**config.mk**
```make
export PLATFORM = sky130hd
export DESIGN_NAME = peak_alarm
export DESIGN_NICKNAME = d
export VERILOG_FILES = /design/src/rtl/peak_alarm.sv
export SDC_FILE = /design/constraint.sdc
export NUM_CORES = 1
export LEC_CHECK = 0
export CAP_MARGIN = 15
export CORE_MARGIN = 10
export CORE_UTILIZATION = 53
export CTS_BUF_LIST = sky130_fd_sc_hd__clkbuf_4
export DETAILED_ROUTE_END_ITERATION = 7
export PLACE_DENSITY_LB_ADDON = 0.1
export SYNTH_ARGS = -nofsm -noshare
export SYNTH_HDL_FRONTEND = slang
export SYNTH_SLANG_ARGS = --single-unit
export TNS_END_PERCENT = 20
```
**constraint.sdc**
```tcl
create_clock -name clk -period 4.61 [get_ports clk]
set_input_delay 1.383 -clock clk [delete_from_list [all_inputs] [get_ports clk]]
set_output_delay 1.383 -clock clk [all_outputs]
set_load 0.005 [all_outputs]
```
**src/rtl/peak_alarm.sv**
```systemverilog
// Hysteresis alarm on windowed peak values with per-window debounce, event count and running max.
// Optional PEAK_ALARM_TIMESTAMP_EN adds a window counter and the window index of the last alarm rise.
module peak_alarm #(
  parameter int DWIDTH      = 16,
  parameter int ASSERT_CNT  = 3,
  parameter int RELEASE_CNT = 3,
  parameter int CWIDTH      = 8
) (
  input  logic                     clk,
  input  logic                     rst,
  input  logic signed [DWIDTH-1:0] peak,
  input  logic                     peak_stb,
  input  logic signed [DWIDTH-1:0] thr_hi,
  input  logic signed [DWIDTH-1:0] thr_lo,
  input  logic                     clr,
  output logic                     alarm,
  output logic                     alarm_rise,
  output logic                     alarm_fall,
  output logic [CWIDTH-1:0]        evt_cnt,
`ifdef PEAK_ALARM_TIMESTAMP_EN
  output logic [31:0]              win_cnt,
  output logic [31:0]              alarm_ts,
`endif
  output logic signed [DWIDTH-1:0] peak_max
);

  localparam int AW = (ASSERT_CNT  < 2) ? 1 : $clog2(ASSERT_CNT + 1);
  localparam int RW = (RELEASE_CNT < 2) ? 1 : $clog2(RELEASE_CNT + 1);
  localparam logic [AW-1:0] ACNT_MAX = AW'(ASSERT_CNT);
  localparam logic [RW-1:0] RCNT_MAX = RW'(RELEASE_CNT);
  localparam logic signed [DWIDTH-1:0] PEAK_MIN = {1'b1, {(DWIDTH-1){1'b0}}};

  typedef enum logic [1:0] {S_IDLE, S_ARMING, S_ALARM, S_RELEASING} state_t;

  state_t          r_state, w_state_nxt;
  logic [AW-1:0]   r_acnt, w_acnt_nxt;
  logic [RW-1:0]   r_rcnt, w_rcnt_nxt;
  logic            r_alarm, r_rise, r_fall;
  logic            w_alarm_nxt, w_rise, w_fall;
  logic            w_above, w_below;
  logic [CWIDTH-1:0]        r_evt_cnt;
  logic signed [DWIDTH-1:0] r_peak_max;

  function automatic logic [CWIDTH-1:0] sat_inc(input logic [CWIDTH-1:0] v);
    return (&v) ? v : v + 1'b1;
  endfunction

  assign w_above = (peak >= thr_hi);
  assign w_below = (peak <  thr_lo);

  always_ff @(posedge clk or negedge rst) begin
    if (!rst) begin
      r_state <= S_IDLE;
      r_acnt  <= '0;
      r_rcnt  <= '0;
    end else begin
      r_state <= w_state_nxt;
      r_acnt  <= w_acnt_nxt;
      r_rcnt  <= w_rcnt_nxt;
    end
  end

  // IDLE/ARMING only look at "above", ALARM/RELEASING only at "below"
  always_comb begin
    w_state_nxt = r_state;
    w_acnt_nxt  = r_acnt;
    w_rcnt_nxt  = r_rcnt;
    if (peak_stb) begin
      case (r_state)
        S_IDLE: begin
          if (w_above) begin
            if (ASSERT_CNT == 1) begin
              w_state_nxt = S_ALARM;
            end else begin
              w_state_nxt = S_ARMING;
              w_acnt_nxt  = AW'(1);
            end
          end
        end
        S_ARMING: begin
          if (w_above) begin
            if (r_acnt + 1'b1 == ACNT_MAX) begin
              w_state_nxt = S_ALARM;
              w_acnt_nxt  = '0;
            end else begin
              w_acnt_nxt  = r_acnt + 1'b1;
            end
          end else begin
            w_state_nxt = S_IDLE;
            w_acnt_nxt  = '0;
          end
        end
        S_ALARM: begin
          if (w_below) begin
            if (RELEASE_CNT == 1) begin
              w_state_nxt = S_IDLE;
            end else begin
              w_state_nxt = S_RELEASING;
              w_rcnt_nxt  = RW'(1);
            end
          end
        end
        S_RELEASING: begin
          if (w_below) begin
            if (r_rcnt + 1'b1 == RCNT_MAX) begin
              w_state_nxt = S_IDLE;
              w_rcnt_nxt  = '0;
            end else begin
              w_rcnt_nxt  = r_rcnt + 1'b1;
            end
          end else begin
            w_state_nxt = S_ALARM;
            w_rcnt_nxt  = '0;
          end
        end
        default: begin
          w_state_nxt = S_IDLE;
          w_acnt_nxt  = '0;
          w_rcnt_nxt  = '0;
        end
      endcase
    end
  end

  always_comb begin
    w_alarm_nxt = (w_state_nxt == S_ALARM) || (w_state_nxt == S_RELEASING);
    w_rise      = w_alarm_nxt & ~r_alarm;
    w_fall      = ~w_alarm_nxt & r_alarm;
  end

  always_ff @(posedge clk or negedge rst) begin
    if (!rst) begin
      r_alarm <= 1'b0;
      r_rise  <= 1'b0;
      r_fall  <= 1'b0;
    end else begin
      r_alarm <= w_alarm_nxt;
      r_rise  <= w_rise;
      r_fall  <= w_fall;
    end
  end

  // clr takes priority over a coincident strobe or rise for the statistics
  always_ff @(posedge clk or negedge rst) begin
    if (!rst) begin
      r_evt_cnt  <= '0;
      r_peak_max <= PEAK_MIN;
    end else if (clr) begin
      r_evt_cnt  <= '0;
      r_peak_max <= PEAK_MIN;
    end else begin
      if (w_rise)
        r_evt_cnt <= sat_inc(r_evt_cnt);
      if (peak_stb && (peak > r_peak_max))
        r_peak_max <= peak;
    end
  end

`ifdef PEAK_ALARM_TIMESTAMP_EN
  logic [31:0] r_win_cnt, r_alarm_ts;

  always_ff @(posedge clk or negedge rst) begin
    if (!rst) begin
      r_win_cnt  <= '0;
      r_alarm_ts <= '0;
    end else begin
      if (peak_stb)
        r_win_cnt <= r_win_cnt + 32'd1;
      if (w_rise)
        r_alarm_ts <= r_win_cnt;
    end
  end

  assign win_cnt  = r_win_cnt;
  assign alarm_ts = r_alarm_ts;
`endif

  assign alarm      = r_alarm;
  assign alarm_rise = r_rise;
  assign alarm_fall = r_fall;
  assign evt_cnt    = r_evt_cnt;
  assign peak_max   = r_peak_max;

endmodule

```
* Word-level counts from Yosys, hierarchy flattened
Index checks and enable logic that the tools add are counted.
** Word-level totals
- Bits in registers :: 33
- Bits in latches :: 0
- RAM bits :: 0
- Memory bits (read-only) :: 0
- Input bits :: 52
- Output and inout port bits :: 27
- Word-level logic and storage cells :: 60
- Memories kept :: 0
** Operators by class
- $add $sub $neg :: 3
- Multipliers :: 0
- Divide/modulo/power cells :: 0
- $lt $le $gt $ge :: 3
- Equality and inequality tests :: 10
- Shift operators :: 0
- Mux-type cells :: 21
- Bitwise gates (word level) :: 4
- Reductions and logical operators :: 11
** Operators by type and width (number)
- $mux W16 :: 2
- $mux W2 :: 13
- $mux W8 :: 3
- $ge A16 B16 Y1 :: 1
- $gt A16 B16 Y1 :: 1
- $lt A16 B16 Y1 :: 1
- $eq A2 B2 Y1 const B :: 6
- $add A8 B1 Y8 const B :: 1
- $pmux W2 S2 :: 2
- $pmux W2 S4 :: 1
- $reduce_and A8 Y1 :: 1
- $reduce_bool A2 Y1 :: 4
- $ne A2 B2 Y1 const B :: 3
- $reduce_and A3 Y1 :: 2
- $add A2 B1 Y2 const B :: 2
- $and A1 B1 Y1 :: 2
- $eq A2 B1 Y1 const B :: 1
- $logic_not A2 Y1 :: 1
- $not A1 Y1 :: 2
- $reduce_and A2 Y1 :: 1
- $logic_and A1 B1 Y1 :: 1
- $logic_or A1 B1 Y1 :: 1

* Logic depth before layout (Yosys ltp)
- Word-level depth :: 11
- Mapped depth :: 10
- Depth with buffers taken out :: 9

* Worst setup path after synthesis
Ideal clock, no wire load.
- Path kind :: input -> register
- From :: input thr_hi[15]
- To :: register r_evt_cnt[6], in the netlist evt_cnt[6]
- Setup time :: 0.078 ns
- Data arrival time :: 3.547 ns
- Data required time :: 4.532 ns
- Setup slack :: 0.985 ns
- Stages on the path :: 9
- Buffers on the path :: 0
- Path through :: inv_1 -> ha_1 -> nand4_2 -> or4_1 -> nand3_1 -> nor4_1 -> o32a_4 -> or4_1 -> a21oi_1
** On the way
- Longest elaborated chain between the ends :: 9
- Elaborated cells on any way between the ends :: 11
- Classes of those cells :: order compare: 1; eq/ne: 2; mux: 4; bitwise: 1; reduce/logical: 3
** RTL lines
- from (decl) :: RTL line 13 : input logic signed [DWIDTH-1:0] thr_hi,
- $ge A16 B16 Y1 (*) :: RTL line 48 : assign w_above = (peak >= thr_hi);
- $mux W2, on equally long branches :: RTL line 81, 71
- $pmux W2 S4 (*) :: RTL line 69 : case (r_state)
- $mux W2 (*) :: RTL line 68 : if (peak_stb) begin
- $eq A2 B2 Y1 :: RTL line 126 : w_alarm_nxt = (w_state_nxt == S_ALARM) || (w_state_nxt == S_RELEASING);
- $logic_or A1 B1 Y1 (*) :: RTL line 126
- $and A1 B1 Y1 (*) :: RTL line 127 : w_rise = w_alarm_nxt & ~r_alarm;
- $reduce_bool A2 Y1 (no source line) (*)
- $reduce_and A2 Y1 (no source line) (*)
- to (signal assigned) :: RTL line 153 : r_evt_cnt <= sat_inc(r_evt_cnt);
- to (decl) :: RTL line 41 : logic [CWIDTH-1:0] r_evt_cnt;
Mark *: on every way between the ends. The rest lies on a longest branch, timed or not.
A chain may end at the register's enable or synchronous reset.

* Worst setup path after layout
- From :: input peak[15]
- To :: register r_evt_cnt[6], in the netlist evt_cnt[6]
** On the way
- Longest elaborated chain between the ends :: 9
- Elaborated cells on any way between the ends :: 14
- Classes of those cells :: order compare: 2; eq/ne: 2; mux: 6; bitwise: 1; reduce/logical: 3
** RTL lines
- from (decl) :: RTL line 11 : input logic signed [DWIDTH-1:0] peak,
- $lt A16 B16 Y1 or $ge A16 B16 Y1 (tied branches) :: RTL line 49, 48
- $mux W2, on equally long branches
- $pmux W2 S4 (*) :: RTL line 69
- $mux W2 (*) :: RTL line 68
- $eq A2 B2 Y1 :: RTL line 126
- $logic_or A1 B1 Y1 (*) :: RTL line 126
- $and A1 B1 Y1 (*) :: RTL line 127
- $reduce_bool A2 Y1 (no source line) (*)
- $reduce_and A2 Y1 (no source line) (*)
Marks and branches as above.

==> flow_metrics.tcl <==
set metrics [dict create \
    status "completed" \
    r2r_slack_ps 1970 \
    n_antenna_cell 0 \
    synth_cell_types 48 \
    drv_cap 0 \
    grt_usage 0.179 \
    layout.nets 494 \
    worstSkewPairLatency_ps 360 \
    drive_gt1_frac 0.0506 \
    finalWeightedCongestion 0.850 \
    dpl.cell_count 457 \
    max-vdd-ir-drop_uv 262 \
    min_period_over_period 0.883 \
    cts_hold_buf 0 \
    fmax_mhz 246 \
    hold_path.class "reg2reg" \
    grt_max_degree 34 \
    crit_path_start_kind "primary input" \
    p_per_area_nw_per_um2 270 \
    report.final.slew_viol_count 0 \
    r2r_start "peak_max[15]$_DFFE_PN1P_" \
    die_w_microns 91.9 \
    postLayoutCellArea_sq_um 3650 \
    layout-area-overhead-vs-synth_pct 33.5 \
    grt_overflow 0 \
    io_pins 79 \
    route.detailed.drc 0 \
    start_util 0.543 \
    synth_seq_area_share 0.302 \
    path_class "in2reg" \
    dp_slack_ps 177 \
    setup_tns_ps 0 \
    cts_buffers 5 \
    cts_buffer_depth 2 \
    ys_warn_count 0 \
    p_leak_nw 1.74 \
    port_buffers 78 \
    fill_cells 382 \
    routed-via-count 2591 \
    synth_cells 313 \
    hold_viol 0 \
    cp_max_fo 18 \
    wl_microns 7620 \
    worstMarginPinSlew_ps 1110 \
    place_area_sq_um 3600 \
    rr_worst_depth 9 \
    crit_required_ps 4870 \
    synth_edf_count 0 \
    cts.clk_slew.worst_paths_ps 110 \
    fin_crit_ps 4070 \
    relSlewSlack 0.257 \
    core-area_sq_um 5040 \
    finalSetupViolCount 0 \
    syn_area_per_cell_sq_um 8.74 \
    first_pass_iters 4 \
    crit_arrival_ps 4330 \
    place_hpwl_microns 6080 \
    ys_async_sr_fraction 1.00 \
    r2r_end "peak_max[10]$_DFFE_PN0P_" \
    end_kind "register" \
    syn_nets 413 \
    skew_ps 16.2 \
    clock-sinks 33 \
    chipHeight_microns 91.9 \
    holdPathEnd "alarm_rise$_DFF_PN0_" \
    ys_ff_latch 33 \
    cts_root_buf "clkbuf_4" \
    antenna_left 0 \
    wl_per_cell_microns 16.4 \
    postCtsSetupRepairBufs 0 \
    layout_commonest_cell "clkdlybuf4s50_1" \
    grt_pass1_wl_microns 12500 \
    layout_setup_ws_ps 538 \
    netlist_area_sq_um 2740 \
    row_count 26 \
    drtIter0Drc 141 \
    cts_tree "yes" \
    viasPerCell 5.57 \
    fin_cells 465 \
    fp.dieArea_sq_um 8440 \
    hold_path_depth 1 \
    antenna_found_initial 0 \
    fin_util 0.725 \
    cts.htree.levels 2 \
    rsz0062_at_grt "false" \
    final_cell_mix "clkdlybuf4s50_1, inv_1, ha_1, dfrtp_1, nor2_1" \
    cts.repair.resized 0 \
    hp-start "alarm$_DFF_PN0_" \
    grt_pass1_vias 2621 \
    synth_flop_cell "dfrtp_1" \
]
registers in the layout (all words and copies together) (netlist names):
register,count
peak_max,16
evt_cnt,8
r_acnt,2
r_rcnt,2
r_state,2
alarm,1
alarm_fall,1
alarm_rise,1
worst max-delay path by stage:
stage / startpoint / to / depth (start not counted)
final: peak[15] / evt_cnt[6]$_DFFE_PN0P_ / 8
after global routing: peak[15] / evt_cnt[7]$_DFFE_PN0P_ / 8
after CTS: peak[15] / evt_cnt[6]$_DFFE_PN0P_ / 8
after detailed placement: peak[15] / evt_cnt[6]$_DFFE_PN0P_ / 8
after global placement: peak[15] / evt_cnt[5]$_DFFE_PN0P_ / 9
after floorplan: thr_hi[15] / evt_cnt[6]$_DFFE_PN0P_ / 9
worst max-delay path, stage by stage:
cell	delay (ps)
clkdlybuf4s50_1	470
ha_1	390
nand4_2	170
a2111oi_0	560
nor4_1	160
o32a_4	490
or4_1	530
a21oi_1	170
synth_stat cells, types with 5 or more instances:
| master | count | area [sq um] |
|---|---|---|
| inv_1 | 54 | 203 |
| ha_1 | 48 | 601 |
| dfrtp_1 | 32 | 801 |
| nor2_1 | 26 | 97.6 |
| a21oi_1 | 22 | 110 |
| mux2i_1 | 15 | 150 |
| nand2_1 | 12 | 45.0 |
| nand4_1 | 11 | 68.8 |
| o21ai_0 | 11 | 55.1 |
| nand3_1 | 8 | 40.0 |
| nor3_1 | 6 | 30.0 |
| clkbuf_1 | 5 | 18.8 |
| nor2b_1 | 5 | 31.3 |
routing by layer:
layer  wire length, microns  vias up  track usage
met5                      0        -            0
met4                     94        0       0.0514
met3                    423        8       0.0473
met2                   3770       71        0.309
met1                   3340     1238        0.213
li1                       -     1274            -
metrics by stage:
stage / power, W / hold WS, ps
2_1_floorplan: 0.000632 / 470
3_3_place_gp: 0.000807 / 497
5_1_grt: 0.00106 / 559
3_5_place_dp: 0.000821 / 513
6_report: 0.000985 / 520
4_1_cts: 0.000988 / 534
layout make-up:
cell class / count / area (sq um) / area share
multi-input cells: 219 / 1680 / 0.461
flip-flops and latches: 33 / 827 / 0.226
repair buffers: 81 / 803 / 0.220
inverters: 54 / 203 / 0.0555
well taps: 70 / 87.6 / 0.0240
clock buffers: 5 / 37.5 / 0.0103
clock inverters: 3 / 12.5 / 0.00342
power by group:
group	switching, W	internal, W	total, W
sequential	0.0000556	0.000344	0.000400
combinational	0.000201	0.000217	0.000418
clock	0.000112	0.0000552	0.000167
total	0.000368	0.000617	0.000985
logic make-up after synthesis:
family / share of synthesized area
mux: 0.0672
fa+ha+maj: 0.219
compound gates: 0.160
flops: 0.302
buf+inv: 0.0841
simple gates: 0.167
Note: power is estimated with default switching activity, not from simulation.
